`src/rtl/pcm_sample_fifo.sv`:
```
// pcm_sample_fifo
//   Single-clock FIFO buffering 16-bit PCM samples from the PDM/CIC stage so
//   the CPU can drain them in bursts through CSRs. Provides a fill level, a
//   sticky level-threshold interrupt and a sticky overflow flag.
//
//   Optional feature (macro PCM_SAMPLE_FIFO_DCBLOCK_EN): a DC-blocking
//   high-pass filter in front of the write port, adding one cycle of write
//   latency. With the macro undefined, samples are stored bit-exact.
//
// Ports
//   clk            system clock
//   rst            synchronous reset, active-high
//   enable         capture enable; writes ignored when low
//   in_sample      signed PCM sample from the mic stage
//   in_valid       single-cycle strobe qualifying in_sample
//   flush          pulse; empties the FIFO (priority over write and pop)
//   rd_en          pop strobe
//   rd_data        popped sample (registered, latency 1)
//   rd_valid       one-cycle pulse when rd_data updates
//   level          samples currently stored, 0..DEPTH
//   threshold      irq level; 0 disables irq
//   irq            level-threshold interrupt, sticky
//   irq_clear      pulse; clears irq (wins over a same-cycle set)
//   overflow       sticky; a sample was dropped
//   overflow_clear pulse; clears overflow (loses to a same-cycle drop)
module pcm_sample_fifo #(
    parameter int DEPTH_LOG2 = 8,
    parameter int DCB_SHIFT  = 8
) (
    input  logic                  clk,
    input  logic                  rst,
    input  logic                  enable,
    input  logic [15:0]           in_sample,
    input  logic                  in_valid,
    input  logic                  flush,
    input  logic                  rd_en,
    output logic [15:0]           rd_data,
    output logic                  rd_valid,
    output logic [DEPTH_LOG2:0]   level,
    input  logic [DEPTH_LOG2:0]   threshold,
    output logic                  irq,
    input  logic                  irq_clear,
    output logic                  overflow,
    input  logic                  overflow_clear
);

    localparam int DEPTH = 1 << DEPTH_LOG2;
    localparam logic [DEPTH_LOG2:0] FULL_LEVEL = (DEPTH_LOG2 + 1)'(DEPTH);

    if (DEPTH_LOG2 < 2 || DEPTH_LOG2 > 12) begin : g_bad_depth
        $error("pcm_sample_fifo: DEPTH_LOG2 out of range 2..12");
    end
    if (DCB_SHIFT < 1 || DCB_SHIFT > 23) begin : g_bad_shift
        $error("pcm_sample_fifo: DCB_SHIFT out of range 1..23");
    end

    logic [15:0]           mem [DEPTH];
    logic [DEPTH_LOG2-1:0] wptr;
    logic [DEPTH_LOG2-1:0] rptr;

    // Write-port request, either straight from the input or from the filter.
    logic                  wr_valid;
    logic [15:0]           wr_data;

`ifdef PCM_SAMPLE_FIFO_DCBLOCK_EN
    logic signed [15:0] x_prev;
    logic signed [15:0] x_cur;
    logic signed [23:0] x_ext;
    logic signed [23:0] xp_ext;
    logic signed [23:0] y_state;
    logic signed [23:0] y_shr;
    logic signed [23:0] y_next;
    logic [15:0]        y_sat;
    logic               accept_in;

    assign accept_in = in_valid & enable;

    // All operands kept signed so the >>> stays arithmetic.
    always_comb begin
        x_cur  = in_sample;
        x_ext  = 24'(x_cur);
        xp_ext = 24'(x_prev);
        y_shr  = y_state >>> DCB_SHIFT;
        y_next = x_ext - xp_ext + y_state - y_shr;
        if (y_next > 24'sd32767) begin
            y_sat = 16'h7FFF;
        end else if (y_next < -24'sd32768) begin
            y_sat = 16'h8000;
        end else begin
            y_sat = y_next[15:0];
        end
    end

    // Filter state advances on every accepted input, even if the FIFO is
    // full and the sample is later dropped; flush leaves it untouched.
    always_ff @(posedge clk) begin
        if (rst) begin
            x_prev   <= '0;
            y_state  <= '0;
            wr_valid <= 1'b0;
            wr_data  <= '0;
        end else begin
            wr_valid <= accept_in;
            if (accept_in) begin
                x_prev  <= x_cur;
                y_state <= y_next;
                wr_data <= y_sat;
            end
        end
    end
`else
    assign wr_valid = in_valid & enable;
    assign wr_data  = in_sample;
`endif

    logic empty;
    logic full;
    logic do_pop;
    logic do_push;
    logic drop;
    logic irq_cond;

    assign empty    = (level == '0);
    assign full     = (level == FULL_LEVEL);
    assign do_pop   = rd_en & ~empty & ~flush;
    // At full a same-cycle pop frees the slot, so the write still lands.
    assign do_push  = wr_valid & ~flush & (~full | do_pop);
    assign drop     = wr_valid & ~flush & full & ~do_pop;
    assign irq_cond = (threshold != '0) && (level >= threshold);

    // Storage array kept free of reset so it maps onto block RAM.
    always_ff @(posedge clk) begin
        if (do_push) begin
            mem[wptr] <= wr_data;
        end
    end

    always_ff @(posedge clk) begin
        if (rst) begin
            rd_data  <= '0;
            rd_valid <= 1'b0;
        end else begin
            rd_valid <= do_pop;
            if (do_pop) begin
                rd_data <= mem[rptr];
            end
        end
    end

    always_ff @(posedge clk) begin
        if (rst) begin
            wptr  <= '0;
            rptr  <= '0;
            level <= '0;
        end else if (flush) begin
            rptr  <= wptr;
            level <= '0;
        end else begin
            if (do_push) begin
                wptr <= wptr + 1'b1;
            end
            if (do_pop) begin
                rptr <= rptr + 1'b1;
            end
            case ({do_push, do_pop})
                2'b10:   level <= level + 1'b1;
                2'b01:   level <= level - 1'b1;
                default: level <= level;
            endcase
        end
    end

    always_ff @(posedge clk) begin
        if (rst) begin
            irq      <= 1'b0;
            overflow <= 1'b0;
        end else begin
            if (irq_clear) begin
                irq <= 1'b0;
            end else if (irq_cond) begin
                irq <= 1'b1;
            end
            if (drop) begin
                overflow <= 1'b1;
            end else if (overflow_clear) begin
                overflow <= 1'b0;
            end
        end
    end

endmodule
```
`config.mk`:
```
export PLATFORM = sky130hd
export DESIGN_NAME = pcm_sample_fifo
export DESIGN_NICKNAME = d
export VERILOG_FILES = /design/src/rtl/pcm_sample_fifo.sv
export SDC_FILE = /design/constraint.sdc
export NUM_CORES = 2
export LEC_CHECK = 0
export BUFFER_PORTS_ARGS = -buffer_cell sky130_fd_sc_hd__buf_2
export CAP_MARGIN = 20
export CORE_MARGIN = 2
export CORE_UTILIZATION = 55
export DETAILED_ROUTE_END_ITERATION = 7
export GPL_ROUTABILITY_DRIVEN = 0
export MAX_ROUTING_LAYER = met4
export PLACE_DENSITY = 0.71
export SYNTH_ARGS = -nofsm -noshare
export SYNTH_HDL_FRONTEND = slang
export SYNTH_SLANG_ARGS = --single-unit
export TNS_END_PERCENT = 100
```
`constraint.sdc`:
```
create_clock -name clk -period 4.3 [get_ports clk]
set_clock_uncertainty 0.1 [all_clocks]
set_input_delay 0.215 -clock clk [delete_from_list [all_inputs] [get_ports clk]]
set_output_delay 0.215 -clock clk [all_outputs]
set_load 0.01 [all_outputs]
```
### Word level (Yosys, flattened, before mapping)

Memory sizes are Yosys's and may differ from the RTL's. A register that Yosys moved wholly into a read port is not among the register bits.
Index checks and enable logic that the tools add are counted.

| word-level totals | value |
|---|---|
| output and inout port bits | 28 |
| logic and storage cells | 43 |
| bits in registers | 28 |
| memory bits (read-only) | 0 |
| input port bits | 33 |
| latch bits | 0 |
| memories kept | 1 |
| RAM bits | 4,096 |

Memories:

| name | words | width | rd ports | clocked after Yosys merged registers in | wr ports | line | source |
|---|---|---|---|---|---|---|---|
| mem | 256 | 16 | 1 | 1 | 1 | 57 | `logic [15:0] mem [DEPTH];` |

| operators by class | value |
|---|---|
| add/subtract/negate cells | 4 |
| shifts and indexed selects | 0 |
| multiplexer cells | 7 |
| reduce and logical (&&, ||, !) cells | 9 |
| bitwise operators | 12 |
| div/mod/pow operators | 0 |
| order comparisons | 1 |
| multiply operators | 0 |
| equality and inequality tests | 3 |

Operators with widths:

| kind | number |
|---|---|
| 9-bit case mux with 2 select lines | 1 |
| 8-bit by 1-bit adder with 8-bit output (second input constant) | 2 |
| 8-bit two-way mux | 2 |
| 9-bit by 1-bit adder with 9-bit output (second input constant) | 1 |
| 9-bit equality test (second input constant) | 1 |
| 9-bit >= comparator | 1 |
| 9-bit logical NOT | 1 |
| 9-bit nonzero test | 1 |
| 9-bit by 1-bit subtractor with 9-bit output (second input constant) | 1 |
| 1-bit AND | 7 |
| 2-bit nonzero test | 3 |
| 1-bit two-way mux | 4 |
| 1-bit NOT | 4 |
| 2-bit OR reduction | 2 |
| 2-bit by 1-bit equality test with 1-bit output (second input constant) | 1 |
| 2-bit equality test (second input constant) | 1 |
| 2-bit AND reduction | 1 |
| 1-bit logical AND | 1 |
| 1-bit bitwise OR | 1 |

### Depth between registers and ports, before layout

| logic depth | value |
|---|---|
| depth after elaboration | 8 |
| gate-level depth with buffers | 13 |
| mapped depth without buffers | 12 |

### Least setup slack after synthesis

No wires, ideal clock.

| path | value |
|---|---|
| path type | reg-to-reg |
| start | register level[1] |
| end | register level[8] |
| required time | 4.121 ns |
| path slack | 1.072 ns |
| setup time | 0.079 ns |
| path buffers | 0 |
| data arrival time | 3.049 ns |
| clock period less this slack | 3.228 ns |
| cell stages (with the launch flop) | 13 |
| cell sequence | dfxtp_1 > nor4_1 > a311oi_1 > nand2_1 > inv_1 > fa_1 > a21o_1 > a21oi_1 > o21bai_1 > a21oi_1 > o21ai_0 > or4_1 > o211ai_1 |

| on the way | value |
|---|---|
| longest elaborated chain between the ends | 8 |
| elaborated cells on any way between the ends | 14 |
| those cells by class | 2 x add/sub; 3 x eq/ne; 1 x mux; 6 x bitwise; 2 x reduce/logical |

RTL lines:

| what | line | source |
|---|---|---|
| start, declared | 39 | `output logic [DEPTH_LOG2:0] level,` |
| start signal, assigned | 166 | `2'b10: level <= level + 1'b1;` |
| start signal, assigned | 167 | `2'b01: level <= level - 1'b1;` |
| start signal, assigned | 168 | `default: level <= level;` |
| 9-bit logical NOT | 123 | `assign empty = (level == '0);` |
| 1-bit NOT | 125 | `assign do_pop = rd_en & ~empty & ~flush;` |
| 1-bit AND (2 in series) | 125 |  |
| 1-bit bitwise OR | 127 | `assign do_push = wr_valid & ~flush & (~full \| do_pop);` |
| 1-bit AND | 127 |  |
| 2-bit by 1-bit equality test with 1-bit output or 2-bit equality test (tied branches) | 165 | `case ({do_push, do_pop})` |
| 9-bit case mux with 2 select lines or 2-bit nonzero test (tied branches) | -- |  |

Parallel ways exist; a longest one is shown, timed or not.
A chain may end at the register's enable or synchronous reset.

==> flow_summary.toml <==
[status]
status = "finished with violations"
violations = "negative setup slack"

[global_routing]
grt_max_degree = 168
grt.overflow.total = 0
track_usage_pct = 30.9
grt_pass1_wl_um = 625000
first_global_vias = 82400
antenna_found_initial = 15

[drt]
drt_iter0_markers = 14500
routedWlPerCell_um = 35.7
dr_total_vias = 84000
vias_per_cell = 6.75
routed_wl_um = 444000
drtAntennaViolNets = 0
dr.pass1.iters = 8
drc_errors = 0

[final_layout]
multi_input_area_um2 = 33800
final-seq-area_um2 = 124000
final_common_cell = "edfxtp_1"
drive_above_1_share_pct = 26.2
nFillCells = 19400
nets = 8255
area_delta_synth_final_pct = 13.1
final_cell_mix = "edfxtp_1 (4096), mux4_2 (853), buf_4 (562)"

[setup_path]
endpoint_kind = "register"
reg2reg_depth = 7
slowest_delay_ns = 1.03
start_kind = "register"
worstSetupPathType = "register to register"
timing.rr.end = "rd_data[15]"
r2r_setup_slack_ns = -0.03
crit_required_ns = 5.06
crit_top_cell = "o221ai_1"
worstPathArrival_ns = 5.09
slowest_stage = "nor4_1"
reg2reg_from = "rptr[1]"
cp_max_fo = 40
crit_chain = "or2_4 > o221ai_1 > o221ai_1 > a21oi_1 > nor4_1 > buf_4 > o22ai_1"

[sta]
drv_slew = 0
fin_crit_sh_pct = 101
rsz0062_at_grt = "false"
worstMarginPinSlew_ns = 1.23
tns_ns = -0.0288
slew_headroom_pct = 17.8
whs_ns = 0.109
fmax_ghz = 0.231
hold_viol = 0
timing.final.crit_period_ns = 4.33
setup_violations = 1
fin_ws_ns = -0.0288

[synthesis]
synth-async-reset-ratio_pct = 0
synth_top_area_share_pct = 76.5
synth_top_area_cell = "edfxtp_1"
yosys.cell_types.count = 79
yosys_warnings = 0
synth-seq-area-share_pct = 77.1
synth_nets = 7574
synth_edf_count = 4096
netlist_area_um2 = 161000
ys_top_cells_by_area = "edfxtp_1 (77%), mux4_2 (12%), mux2i_1 (2.5%)"
avgSynthCellArea_um2 = 21.4
syn_inst = 7519
ys.flop_type = "edfxtp_1"
synth_seq_cells = 4140

[place]
hpwlAfterDp_um = 270000
portBuffers = 60
dp_slack_ns = 0.193

[clock_network]
cts-root-buf = "clkbuf_16"
clock_latency_ns = 0.99
clkTransAtPathRegs_ns = 0.06
cts_max_level = 5
clock-sinks = 4140
cts_tree = "built"
numCtsBuffers = 404
clockBufferDepth = 4

[min_path]
hp-start = "in_sample[15]"
worstHoldPathType = "primary input to register"
hold-path-cell-count = 2
min_to = "mem[189][15]"

[power]
p_leak_nw = 56.6
cellPowerDensity_nw_per_um2 = 449
irDropWorstVdd_mv = 0.386

[floorplanning]
die_x_um = 545
pin_count = 61
row_count = 198
coreArea_um2 = 291000
dieArea_um2 = 297000
die_h_um = 545
start_util_pct = 55.3

[run]
maxCapViolCount = 0
-- cell families after synthesis --
| kind of cell | after synthesis | share of synthesized area, % |
|---|---|---|
| muxes | 1317 | 15.0 |
| and+or+nand+nor | 738 | 2.05 |
| buffers and inverters | 473 | 2.03 |
| xor gates and xnor gates | 18 | 0.0981 |
| adders and majority gates | 22 | 0.176 |
| DFF | 4140 | 77.1 |
| AOI/OAI and AO/OA | 811 | 3.62 |
-- area by class of cell --
| cell class | count | share of cell area, % |
|---|---|---|
| Clock inverter | 236 | 1.29 |
| Clock buffer | 498 | 5.79 |
| Antenna cell | 17 | 0.0234 |
| Multi-Input combinational cell | 2906 | 18.6 |
| Inverter | 30 | 0.0688 |
| Timing Repair Buffer | 718 | 3.43 |
| Tap cell | 3900 | 2.68 |
| Sequential cell | 4140 | 68.1 |
-- Yosys cell counts (44+ instances only) --
cell type,n
a21oi_1,158
a221oi_1,82
a22oi_1,122
buf_2,101
buf_6,66
clkbuf_1,168
dfxtp_1,44
edfxtp_1,4096
mux2i_1,406
mux4_2,853
nand2_1,143
nand3_1,58
nor2_1,353
o21ai_0,59
o221ai_1,47
o22ai_1,88
-- power breakdown --
group,leakage [nW],switching (mW),internal (mW)
clock,6.26,15.2,19.4
sequential,37.2,0.0273,44.3
combinational,13.2,1.68,0.988
-- state kept, by name (all words and copies together), names as in the netlist --
signal / count
mem: 4096
rd_data: 16
level: 9
rptr: 8
wptr: 8
irq: 1
overflow: 1
rd_valid: 1
-- worst max path at each step --
stage | start | end | slack [ns] | cells after the start
floorplan | level[1] | level[8] | 1.07 | 12
global placement | rptr[1] | rd_data[12] | 0.07 | 8
detailed placement | rptr[1] | rd_data[15] | 0.19 | 7
CTS | rptr[1] | rd_data[15] | 0.19 | 7
global route | level[4] | level[8] | 0.01 | 13
finish | rptr[1] | rd_data[15] | -0.03 | 7
-- critical path: cells and delay by family (launching register included) --
family	cells	cell delay (ns)
and+or+nand+nor	2	2.04
DFF	1	0.84
AOI/OAI and AO/OA	4	0.88
buffers and inverters	1	0.33
-- through the flow --
| step | total power [mW] | instances | instance area, µm² | utilization, % |
|---|---|---|---|---|
| final | 81.6 | 12400 | 182000 | 62.5 |
| after floorplan | 46.7 | 7519 | 161000 | - |
| after CTS | 81.9 | 12400 | 182000 | 62.5 |
| after detailed placement | 47.9 | 11700 | 169000 | 58.0 |
| after global routing | 83.5 | 12400 | 182000 | 62.5 |
| after global placement | 47.8 | 11700 | 169000 | 58.0 |
-- layer usage --
layer  vias to the layer above  track usage (%)  wire length [µm]  share of wire [%]
li1                      33100                -                 -                  -
met4                         0             14.2             24800                5.6
met1                     43800             41.6            157000                 35
met5                         -                -                 0                  0
met3                      1030             7.24             58300                 13
met2                      6169             45.4            204000                 46
-- timing repair --
action | in CTS | in global routing
setup endpoints to repair | 0 | 1
hold buffers | 32 | 0
resized for setup | 0 | 1
endpoints found under the hold margin | 1364 | 0
setup buffers | 0 | 0
Power figures use the tool's default switching activity.
